$ cat config.mk
export PLATFORM = sky130hd
export DESIGN_NAME = stopwatch_buttons
export DESIGN_NICKNAME = d
export VERILOG_FILES = /design/src/rtl/stopwatch_pkg.sv /design/src/rtl/btn_debounce.sv /design/src/rtl/stopwatch_buttons.sv
export SDC_FILE = /design/constraint.sdc
export NUM_CORES = 1
export LEC_CHECK = 0
export ABC_AREA = 1
export BUFFER_PORTS_ARGS = -buffer_cell sky130_fd_sc_hd__buf_2
export CORE_MARGIN = 8
export CORE_UTILIZATION = 40
export CTS_CLUSTER_SIZE = 40
export DETAILED_ROUTE_END_ITERATION = 12
export PLACE_DENSITY_LB_ADDON = 0.12
export SYNTH_ARGS = -nofsm -noshare
export SYNTH_HDL_FRONTEND = slang
export SYNTH_SLANG_ARGS = --single-unit
$ cat constraint.sdc
create_clock -name clock -period 1.76 [get_ports clock]
set_input_delay 0.088 -clock clock [delete_from_list [all_inputs] [get_ports clock]]
set_output_delay 0.088 -clock clock [all_outputs]
set_load 0.02 [all_outputs]
$ cat src/rtl/stopwatch_pkg.sv
// Shared constants for the stopwatch button front end: clock rate, default
// button timings and a millisecond-to-cycle helper.
package stopwatch_pkg;
  localparam int CLK_HZ = 100_000_000;

  function automatic int ms_to_cycles(input int ms);
    return (CLK_HZ / 1000) * ms;
  endfunction

  localparam int DEBOUNCE_CYCLES_DEF  = ms_to_cycles(10);
  localparam int LONGPRESS_CYCLES_DEF = ms_to_cycles(1000);
  localparam int CNT_W_DEF            = 27;
endpackage

$ cat src/rtl/btn_debounce.sv
// One button channel: 2-FF synchroniser, saturating debounce counter,
// accepted (stable) level, its one-cycle-delayed copy and a registered press pulse.
module btn_debounce
  import stopwatch_pkg::*;
#(
  parameter int DEBOUNCE_CYCLES = DEBOUNCE_CYCLES_DEF,
  parameter int CNT_W           = CNT_W_DEF
) (
  input  logic clock,
  input  logic reset,
  input  logic i_raw,
  output logic o_stable_q,
  output logic o_press
);

  localparam logic [CNT_W-1:0] CNT_MAX = CNT_W'(DEBOUNCE_CYCLES - 1);

  logic             r_sync1;
  logic             r_sync2;
  logic             r_stable;
  logic             r_stable_q;
  logic             r_press;
  logic [CNT_W-1:0] r_cnt;

  always_ff @(posedge clock or negedge reset) begin
    if (!reset) begin
      r_sync1 <= 1'b0;
      r_sync2 <= 1'b0;
    end else begin
      r_sync1 <= i_raw;
      r_sync2 <= r_sync1;
    end
  end

  // The new level is accepted only after it differed from the stable level
  // for DEBOUNCE_CYCLES consecutive cycles; any return to stable restarts it.
  always_ff @(posedge clock or negedge reset) begin
    if (!reset) begin
      r_stable <= 1'b0;
      r_cnt    <= '0;
    end else if (r_sync2 == r_stable) begin
      r_stable <= r_stable;
      r_cnt    <= '0;
    end else if (r_cnt >= CNT_MAX) begin
      r_stable <= r_sync2;
      r_cnt    <= '0;
    end else begin
      r_stable <= r_stable;
      r_cnt    <= r_cnt + 1'b1;
    end
  end

  always_ff @(posedge clock or negedge reset) begin
    if (!reset) begin
      r_stable_q <= 1'b0;
      r_press    <= 1'b0;
    end else begin
      r_stable_q <= r_stable;
      r_press    <= r_stable & ~r_stable_q;
    end
  end

  assign o_stable_q = r_stable_q;
  assign o_press    = r_press;

endmodule

$ cat src/rtl/stopwatch_buttons.sv
// Stopwatch button conditioner: run toggle on start presses, one-cycle clear
// with priority over start. Optional long-press clear under STOPWATCH_LONGPRESS_EN.
module stopwatch_buttons
  import stopwatch_pkg::*;
#(
  parameter int DEBOUNCE_CYCLES  = DEBOUNCE_CYCLES_DEF,
  parameter int LONGPRESS_CYCLES = LONGPRESS_CYCLES_DEF,
  parameter int CNT_W            = CNT_W_DEF
) (
  input  logic clock,
  input  logic reset,
  input  logic btn_start_raw,
  input  logic btn_clear_raw,
  output logic run,
  output logic clear,
  output logic start_db,
  output logic clear_db
);

  if (DEBOUNCE_CYCLES < 2 || LONGPRESS_CYCLES < 2 ||
      $clog2(DEBOUNCE_CYCLES) > CNT_W || $clog2(LONGPRESS_CYCLES + 1) > CNT_W) begin : g_bad_params
    $error("stopwatch_buttons: timing parameters out of range for CNT_W");
  end

  logic w_start_stable_q;
  logic w_start_press;
  logic w_clear_stable_q;
  logic w_clear_press;
  logic w_long;
  logic w_clear_evt;
  logic w_run_next;

  logic r_run;
  logic r_clear;
  logic r_start_db;
  logic r_clear_db;

  btn_debounce #(
    .DEBOUNCE_CYCLES (DEBOUNCE_CYCLES),
    .CNT_W           (CNT_W)
  ) u_start_db (
    .clock      (clock),
    .reset      (reset),
    .i_raw      (btn_start_raw),
    .o_stable_q (w_start_stable_q),
    .o_press    (w_start_press)
  );

  btn_debounce #(
    .DEBOUNCE_CYCLES (DEBOUNCE_CYCLES),
    .CNT_W           (CNT_W)
  ) u_clear_db (
    .clock      (clock),
    .reset      (reset),
    .i_raw      (btn_clear_raw),
    .o_stable_q (w_clear_stable_q),
    .o_press    (w_clear_press)
  );

`ifdef STOPWATCH_LONGPRESS_EN
  localparam logic [CNT_W-1:0] HOLD_MAX  = CNT_W'(LONGPRESS_CYCLES);
  localparam logic [CNT_W-1:0] HOLD_TRIG = CNT_W'(LONGPRESS_CYCLES - 2);

  logic [CNT_W-1:0] r_hold;

  // Hold time of the debounced start level; saturates so the clear fires once.
  always_ff @(posedge clock or negedge reset) begin
    if (!reset) begin
      r_hold <= '0;
    end else if (!r_start_db) begin
      r_hold <= '0;
    end else if (r_hold != HOLD_MAX) begin
      r_hold <= r_hold + 1'b1;
    end else begin
      r_hold <= r_hold;
    end
  end

  assign w_long = r_start_db && (r_hold == HOLD_TRIG);
`else
  assign w_long = 1'b0;
`endif

  // Clear (button or long press) overrides a coincident start toggle.
  always_comb begin
    w_clear_evt = w_clear_press | w_long;
    if (w_clear_evt) begin
      w_run_next = 1'b0;
    end else if (w_start_press) begin
      w_run_next = ~r_run;
    end else begin
      w_run_next = r_run;
    end
  end

  always_ff @(posedge clock or negedge reset) begin
    if (!reset) begin
      r_run      <= 1'b0;
      r_clear    <= 1'b0;
      r_start_db <= 1'b0;
      r_clear_db <= 1'b0;
    end else begin
      r_run      <= w_run_next;
      r_clear    <= w_clear_evt;
      r_start_db <= w_start_stable_q;
      r_clear_db <= w_clear_stable_q;
    end
  end

  assign run      = r_run;
  assign clear    = r_clear;
  assign start_db = r_start_db;
  assign clear_db = r_clear_db;

endmodule

## Word-level counts from Yosys, hierarchy flattened

Cells that the tools add are included.

- $add $sub $neg: 2
- $mul: 0
- Div/mod/pow operators: 0
- Magnitude comparators: 2
- Eq/ne operators: 2
- Shifts and indexed selects: 0
- Multiplexer cells: 6
- Bitwise logic cells: 7
- Reductions and logical operators: 3

Operators with widths:

| kind | count |
|---|---|
| $mux 27 | 4 |
| $add 27x1->27 const B | 2 |
| $ge 27x20->1 const B | 2 |
| $not 1->1 | 5 |
| $reduce_and 2->1 | 2 |
| $and 1x1->1 | 2 |
| $eq 1x1->1 | 2 |
| $mux 1 | 2 |
| $reduce_bool 2->1 | 1 |

- Bits in registers: 68
- Bits in latches: 0
- RAM bits: 0
- ROM bits: 0
- Input bits: 4
- Output and inout bits: 4
- Word-level logic and storage cells: 38
- Memories kept: 0

## Depth between registers and ports, before layout

Gate-level depths: netlist (run 1).

- Depth after elaboration: 3
- Mapped depth: 11
- Gate-level depth less buffers: 11

## Hierarchy

Synthesis (run 1) repeated with hierarchy kept, for this count alone.

- Cells, all modules: 351
- Area total of the unflattened synthesis: 3239.4 um^2

Modules (own cells, without submodules):

| module | times used | cells an instance | area each (um^2) | seq. area each (um^2) |
|---|---|---|---|---|
| btn_debounce | 2 | 171 | 1560.2 | 800.8 |
| stopwatch_buttons | 1 | 9 | 118.9 | 100.1 |

## Least setup slack after synthesis (run 1)

No wires, ideal clock.

- Path kind: register -> register
- From: register u_clear_db.r_cnt[0]
- To: register u_clear_db.r_cnt[9]
- Setup time: 0.071 ns
- Data arrival time: 1.468 ns
- Required time: 1.689 ns
- Path slack: 0.220 ns
- Cell stages (with the launch flop): 12
- Path buffers: 1
- Clock period less this slack: 1.540 ns
- Path through: dfrtp_1 > ha_1 > nand2_1 > nor2_2 > nand2_1 > inv_1 > nand3_1 > nand2_1 > inv_1 > nand3_4 > buf_6 > nor2_1

- Longest elaborated chain between the ends: 3
- Elaborated cells on any way between the ends: 4
- Those cells by class: 1 x add/sub; 1 x order compare; 2 x mux

Ends and longest elaborated chain:

| item | RTL line | text |
|---|---|---|
| start, declared | btn_debounce.sv:23 | `logic [CNT_W-1:0] r_cnt;` |
| start signal, assigned | btn_debounce.sv:49 | `r_cnt <= r_cnt + 1'b1;` |
| $add 27x1->27 or $ge 27x20->1 (tied branches) | btn_debounce.sv:49, btn_debounce.sv:44 |  |
| $mux 27 * | btn_debounce.sv:44 | `end else if (r_cnt >= CNT_MAX) begin` |
| $mux 27 * | btn_debounce.sv:41 | `end else if (r_sync2 == r_stable) begin` |

Mark *: on every way between the ends. The rest lies on a longest branch, timed or not.
A chain may end at the register's enable or synchronous reset.

## Final worst setup path (run 1)

- From: register u_clear_db.r_cnt[1]
- To: register u_clear_db.r_cnt[4]

The elaborated chain is that of the path after synthesis.

==> results.yml, run 1 <==
sta:
  timing.final.hold_violations: 0
  finalMaxSlewViolations: 0
  max_clock_freq_mhz: 604
  skew_ns: 0.0119
  slew_headroom: 0.423
  whs_ns: 0.286
  rsz0062_at_grt: "yes"
  period_minus_ws_final_ns: 1.66
  setup_violations: 0
  fin_crit_sh: 0.941
  transition_time_at_the_pin_with_the_least_slew_margin_ns: 0.862
clock_tree:
  maximum_clock_path_buffer_count: 2
  cts_tree: "yes"
  clock_slew_seen_by_the_registers_of_the_worst_setup_and_hold_paths_ns: 0.07
  cts.sinks: 68
  htree_levels: 3
  clk-insertion-delay-late_ns: 0.34
  cts.repair_timing.setup_buffer_count: 0
  cts_root_buffer: "clkbuf_8"
  cts_buffer_count: 9
synthesis:
  yosys_most_used_dff: "dfrtp_1"
  synthesis.yosys.warnings: 0
  synth-seq-cells: 68
  yosysUniqueCellTypes: 25
  synth.top_cell.area_share: 0.541
  ys_seq_area_frac: 0.541
  proportion_of_register_bits_with_asynchronous_set_or_reset_after_synthesis: 1.00
  post_synth_main_area_contributors: "dfrtp_1 (54%), nand2_1 (9.7%), nor2_1 (9.4%), xor2_1 (5.3%), inv_1 (5.1%)"
  syn_avg_cell_area_um2: 8.43
  synth_edf_count: 0
  synth.cell_area_mm2: 0.00314
  synthCells: 373
  synth_top_area_cell: "dfrtp_1"
drt:
  vias_per_cell: 4.66
  route.vias.total: 2418
  remaining_drc_errors: 0
  ant_nets: 0
  wl_per_cell_um: 12.1
  drt-pass1-iter-count: 4
  routed_wirelength_um: 6300
  detail_route.iter0.violations: 80
worst_setup_path:
  cp.arrival_ns: 1.92
  endpoint_kind: "flop"
  cp-start-kind: "flop"
  crit_path_max_fanout: 6
  worstSetupPathType: "reg -> reg"
  crit_required_ns: 2.02
cells_and_area:
  mostFrequentLayoutCells: "nand2_1 (79), nor2_1 (78), dfrtp_1 (68)"
  antenna_cells: 0
  mostFrequentLayoutCell: "nand2_1"
  nets: 418
  largest_registers: "u_clear_db.r_cnt x27, u_start_db.r_cnt x27"
  multi_input_comb_area_mm2: 0.00137
  num-fill-cells: 797
  drive_gt1_frac: 0.103
  final_core_utilization: 0.479
  regArea_mm2: 0.00170
  post-route-cell-area_mm2: 0.00368
  layout-area-overhead-vs-synth_pct: 17.2
global_route:
  grt_pass1_vias: 2452
  grt_use_met3: 0.0393
  grt_max_degree: 69
  met1_usage: 0.146
  overflow: 0
  gr-usage-all-layers: 0.122
  grt-busiest-layer: "met2"
  met2_grt_util: 0.198
  grt_first_pass_wirelength_um: 11000
  grt_antenna_before_repair: 0
outcome:
  outcome: "complete, no violations"
power_and_ir_drop:
  power.combinational.fraction: 0.030
  power_switching_mw: 0.688
  leakagePower_nw: 1.59
  share_seq_of_total_power: 0.519
  share_clk_of_total_power: 0.450
  cell_internal_pwr_mw: 2.42
  sw_frac_of_total: 0.222
  power_dens_cells_mw_per_mm2: 842
  irDropWorstVdd_uv: 411
  post-layout-total-power_mw: 3.10
die:
  rows: 32
  floorplan_core_area_mm2: 0.00769
  floorplan.die.height_um: 105
  die_width_um: 105
  initial_utilization: 0.409
  i_o_pin_total: 8
  fp.dieArea_mm2: 0.0109
place:
  io_buffers: 7
  gpl.final_weighted_congestion: 0.840
  post_dp_cell_area_mm2: 0.00337
  dpl.hpwl_um: 4140
hold_path:
  worst_hold_path_type: "in -> async"
flow_run:
  maxCapViolations: 0
[timing repair]
action,CTS,global route
setup endpoints to repair,0,36
gates resized for setup,0,9
hold endpoints to repair,70,0
hold buffers,3,0
[Yosys cell counts (2+ instances only)]
library cell	n
nor2_1	79
nor3_1	11
dfrtp_1	68
nand3b_1	3
nand4_1	5
ha_1	2
nand3_1	25
a21oi_1	6
xor2_1	19
inv_1	43
nand2_1	81
xnor2_1	4
buf_6	2
o21bai_1	3
nor2_2	3
o21ai_0	10
[worst paths after layout]
check,cells after the start,slack [ns],startpoint,endpoint
setup / recovery,10,0.10,u_clear_db.r_cnt[1],u_clear_db.r_cnt[4]
hold / removal,3,0.29,reset,u_start_db.r_cnt[3]
setup reg to reg,10,0.10,u_clear_db.r_cnt[1],u_clear_db.r_cnt[4]
hold reg to reg,0,0.35,u_start_db.r_sync1,u_start_db.r_sync2
max in group asynchronous,3,1.17,reset,u_clear_db.r_cnt[20]
min in group clock,0,0.35,u_start_db.r_sync1,u_start_db.r_sync2
[layer usage]
layer  vias to the layer above  wire [um]
met3                        11        196
met1                      1131       2960
li1                       1235          -
met5                         -          0
met2                        41       3040
met4                         0        108
[per-stage QoR]
| step | setup WS, ns | cells | TNS (ns) |
|---|---|---|---|
| 2_1_floorplan | 0.220 | 386 | 0 |
| 3_3_place_gp | 0.119 | 497 | 0 |
| 3_5_place_dp | 0.0492 | 497 | 0 |
| 4_1_cts | 0.0169 | 516 | 0 |
| 5_1_grt | -0.0217 | 519 | -0.152 |
| 6_report | 0.104 | 519 | 0 |
[cells by family (layout without fill, tap and decap cells)]
| logic type | count (synthesis) | after routing | share of synthesized area |
|---|---|---|---|
| AOI/OAI and AO/OA | 21 | 21 | 0.0378 |
| xor gates and xnor gates | 23 | 23 | 0.0641 |
| adders and majority gates | 2 | 2 | 0.00796 |
| buffers and inverters | 46 | 74 | 0.0597 |
| DFF | 68 | 68 | 0.541 |
| other | 1 | 14 | 0.00119 |
| and+or+nand+nor | 212 | 215 | 0.288 |
[power by group through the flow]
stage	combinational (mW)	sequential [mW]	clock, mW
after global routing	0.111	1.62	1.51
after CTS	0.0904	1.61	1.45
after global placement	0.0847	1.64	0
after detailed placement	0.0851	1.64	0
after floorplan	0.0241	1.65	0
final	0.0945	1.61	1.40
[cell type report]
| class | count | area share |
|---|---|---|
| sequential | 68 | 0.462 |
| multi-input combinational | 275 | 0.370 |
| inverter | 44 | 0.0455 |
| tap | 102 | 0.0346 |
| clock buffer | 9 | 0.0336 |
| timing repair buffer | 14 | 0.0292 |
| clock inverter | 7 | 0.0248 |
[critical path: stages (launching register included)]
cell and delay [ns]:
dfrtp_1 0.41, ha_1 0.22, nand2_1 0.11, nor2_2 0.06, nand2_2 0.10, inv_1 0.06
nand3_1 0.07, nand2_1 0.09, inv_4 0.15, nand3_2 0.16, nor2_1 0.15
Power figures use the tool's default switching activity.
==> run 2: changes to the inputs <==
--- a/config.mk
+++ b/config.mk
@@ -14,4 +14,5 @@
 export PLACE_DENSITY_LB_ADDON = 0.12
 export SYNTH_ARGS = -nofsm -noshare
 export SYNTH_HDL_FRONTEND = slang
+export SYNTH_HIERARCHICAL = 1
 export SYNTH_SLANG_ARGS = --single-unit
==> run 2 against run 1 <==
  * Synthesized area increased by 3.1%
  * Total power is 2.2% lower
  * Clock power decreased by 4%
  * First-iteration DRC count is 34% lower
  * Synthesized cell count is 5.9% lower
  * Critical path depth fell by 1
  * Clock-buffer cell count did not move
  * Cell count decreased by 4.0%
  * Largest cell class unchanged
==> results.yml, run 2 <==
cells_and_area:
  num-fill-cells: 818
  nets: 394
  mostFrequentLayoutCells: "nor2_1 (68), dfrtp_1 (68), nand2_1 (54)"
  final-instance-count-excl-fill: 498
  antenna_cells: 0
  layout-area-overhead-vs-synth_pct: 15.2
  drive_gt1_frac: 0.211
  multi_input_comb_area_mm2: 0.00139
  regArea_mm2: 0.00170
  largest_registers: "u_clear_db/r_cnt x27, u_start_db/r_cnt x27"
global_route:
  grt_pass1_vias: 2255
  grt_first_pass_wirelength_um: 10200
  grt_antenna_before_repair: 0
  overflow: 0
  grt_max_degree: 69
  gr-usage-all-layers: 0.114
sta:
  setup_violations: 0
  finalMaxSlewViolations: 0
  timing.final.hold_violations: 0
  fin_crit_sh: 0.890
  max_clock_freq_mhz: 638
  setup_ws_ns: 0.193
  final.setup.tns_ns: 0
  skew_ns: 0.0134
  period_minus_ws_final_ns: 1.57
  rsz0062_at_grt: "no"
die:
  rows: 33
  die_width_um: 106
  fp.dieArea_mm2: 0.0112
  floorplan.die.height_um: 106
  i_o_pin_total: 8
  initial_utilization: 0.402
  floorplan_core_area_mm2: 0.00805
power_and_ir_drop:
  irDropWorstVdd_uv: 413
  power_switching_mw: 0.735
  leakagePower_nw: 1.59
  share_clk_of_total_power: 0.440
  power_dens_cells_mw_per_mm2: 814
  post-layout-total-power_mw: 3.04
  sw_frac_of_total: 0.242
  cell_internal_pwr_mw: 2.30
  share_seq_of_total_power: 0.531
  power.combinational.fraction: 0.029
drt:
  route.vias.total: 2183
  ant_nets: 0
  drt-pass1-iter-count: 4
  detail_route.iter0.violations: 53
  routed_wirelength_um: 5620
  remaining_drc_errors: 0
  vias_per_cell: 4.38
  wl_per_cell_um: 11.3
synthesis:
  synth_top_area_cell: "dfrtp_1"
  syn_avg_cell_area_um2: 9.23
  yosysUniqueCellTypes: 23
  proportion_of_register_bits_with_asynchronous_set_or_reset_after_synthesis: 1.00
  synth.top_cell.area_share: 0.525
  synthCells: 351
  yosys_most_used_dff: "dfrtp_1"
  synth-seq-cells: 68
  synthesis.yosys.warnings: 6
  synthTopCellsByCount: "dfrtp_1 (68), nor2_1 (68), nand2_1 (54)"
  ys_seq_area_frac: 0.525
  synth_edf_count: 0
  synth.cell_area_mm2: 0.00324
  post_synth_main_area_contributors: "dfrtp_1 (53%), nor2_1 (7.9%), xor2_1 (6.5%), nand2_1 (6.3%), nor2_2 (4.2%)"
clock_tree:
  cts.sinks: 68
  clk-insertion-delay-late_ns: 0.35
  cts_buffer_count: 9
  cts_root_buffer: "clkbuf_8"
  cts_tree: "yes"
  clock_slew_seen_by_the_registers_of_the_worst_setup_and_hold_paths_ns: 0.09
  cts-resized-gates: 0
  htree_levels: 3
  maximum_clock_path_buffer_count: 2
place:
  io_buffers: 7
  dpl.hpwl_um: 3860
  gpl.final_weighted_congestion: 0.789
  dpl_worst_slack_ns: 0.164
  dp_cells: 474
worst_setup_path:
  cp-start-kind: "flop"
  crit_path_max_fanout: 10
  worstSetupPathType: "reg -> reg"
  crit_required_ns: 1.99
  endpoint_kind: "flop"
  cp.arrival_ns: 1.80
flow_run:
  maxCapViolations: 0
outcome:
  outcome: "complete, no violations"
hold_path:
  worst_hold_path_type: "in -> async"
[run 2: cell types whose count changed after synthesis, moves of 5 or more]
| cell | change |
|---|---|
| a21oi_1 | -6 |
| nand2_1 | -27 |
| nand3_1 | -7 |
| inv_2 | +5 |
| xor2_1 | +5 |
| nor3_1 | -5 |
| nor2_2 | +19 |
| o21ai_0 | -6 |
| nand3_2 | +7 |
| nand2_2 | +5 |
| nor2_4 | +7 |
| inv_1 | -8 |
| nor2_1 | -11 |
[run 2: area by class of cell]
| type | count | share of cell area |
|---|---|---|
| Clock buffer | 9 | 0.0332 |
| Clock inverter | 7 | 0.0225 |
| Inverter | 41 | 0.0412 |
| Multi-Input combinational cell | 252 | 0.372 |
| Sequential cell | 68 | 0.456 |
| Tap cell | 105 | 0.0352 |
| Timing Repair Buffer | 16 | 0.0396 |
[run 2: cell families after synthesis]
family	after synthesis	synth area share
adder cells (fa/ha/maj)	2	0.00772
flip-flops	68	0.525
XOR/XNOR	30	0.0811
buffers and inverters	43	0.0599
AO/OA/AOI/OAI	8	0.0139
other	2	0.00232
AND/OR/NAND/NOR	198	0.310
[run 2: routing by layer]
layer / wire length (um) / track usage / part of all wire
met1: 2660 / 0.140 / 0.47
met3: 170 / 0.0405 / 0.030
met4: 82 / 0.0452 / 0.015
met2: 2710 / 0.177 / 0.48
met5: 0 / 0 / 0
[run 2: power by group through the flow]
| stage | registers (mW) | logic [mW] | clock network [mW] |
|---|---|---|---|
| floorplan | 1.65 | 0.0237 | 0 |
| global placement | 1.64 | 0.0843 | 0 |
| detailed placement | 1.64 | 0.0858 | 0 |
| CTS | 1.61 | 0.0908 | 1.41 |
| global route | 1.62 | 0.104 | 1.46 |
| finish | 1.61 | 0.0878 | 1.34 |
[run 2: stage by stage]
| stage | cell area [um2] | hold WS (ns) | util |
|---|---|---|---|
| floorplan | 3280 | -0.208 | - |
| global placement | 3430 | 0.137 | 0.426 |
| detailed placement | 3430 | 0.140 | 0.426 |
| CTS | 3670 | 0.286 | 0.456 |
| global route | 3730 | 0.321 | 0.463 |
| finish | 3730 | 0.280 | 0.463 |
[run 2: final timing paths]
check                               startpoint                   end  slack [ns]  depth (start not counted)
setup / recovery           u_clear_db/r_cnt[0]  u_clear_db/r_cnt[15]        0.19                          9
hold / removal                           reset   u_start_db/r_cnt[8]        0.28                          3
setup reg to reg           u_clear_db/r_cnt[0]  u_clear_db/r_cnt[15]        0.19                          9
hold reg to reg             u_clear_db/r_sync1    u_clear_db/r_sync2        0.35                          0
max in group asynchronous                reset  u_clear_db/r_cnt[25]        1.19                          3
min in group clock          u_clear_db/r_sync1    u_clear_db/r_sync2        0.35                          0
[run 2: repair_timing]
item | CTS | global route
hold buffers | 3 | 0
endpoints found under the setup margin | 0 | 4
endpoints found under the hold margin | 70 | 0
buffers inserted | 0 | 5
[run 2: worst max-delay path, cell delays in order, from the launching register on]
cell	delay (ns)
dfrtp_1	0.39
ha_1	0.21
nand3_2	0.15
nor2_4	0.16
nand3_1	0.09
nand2_1	0.07
inv_2	0.06
nand3_4	0.07
buf_4	0.20
nor2_1	0.07
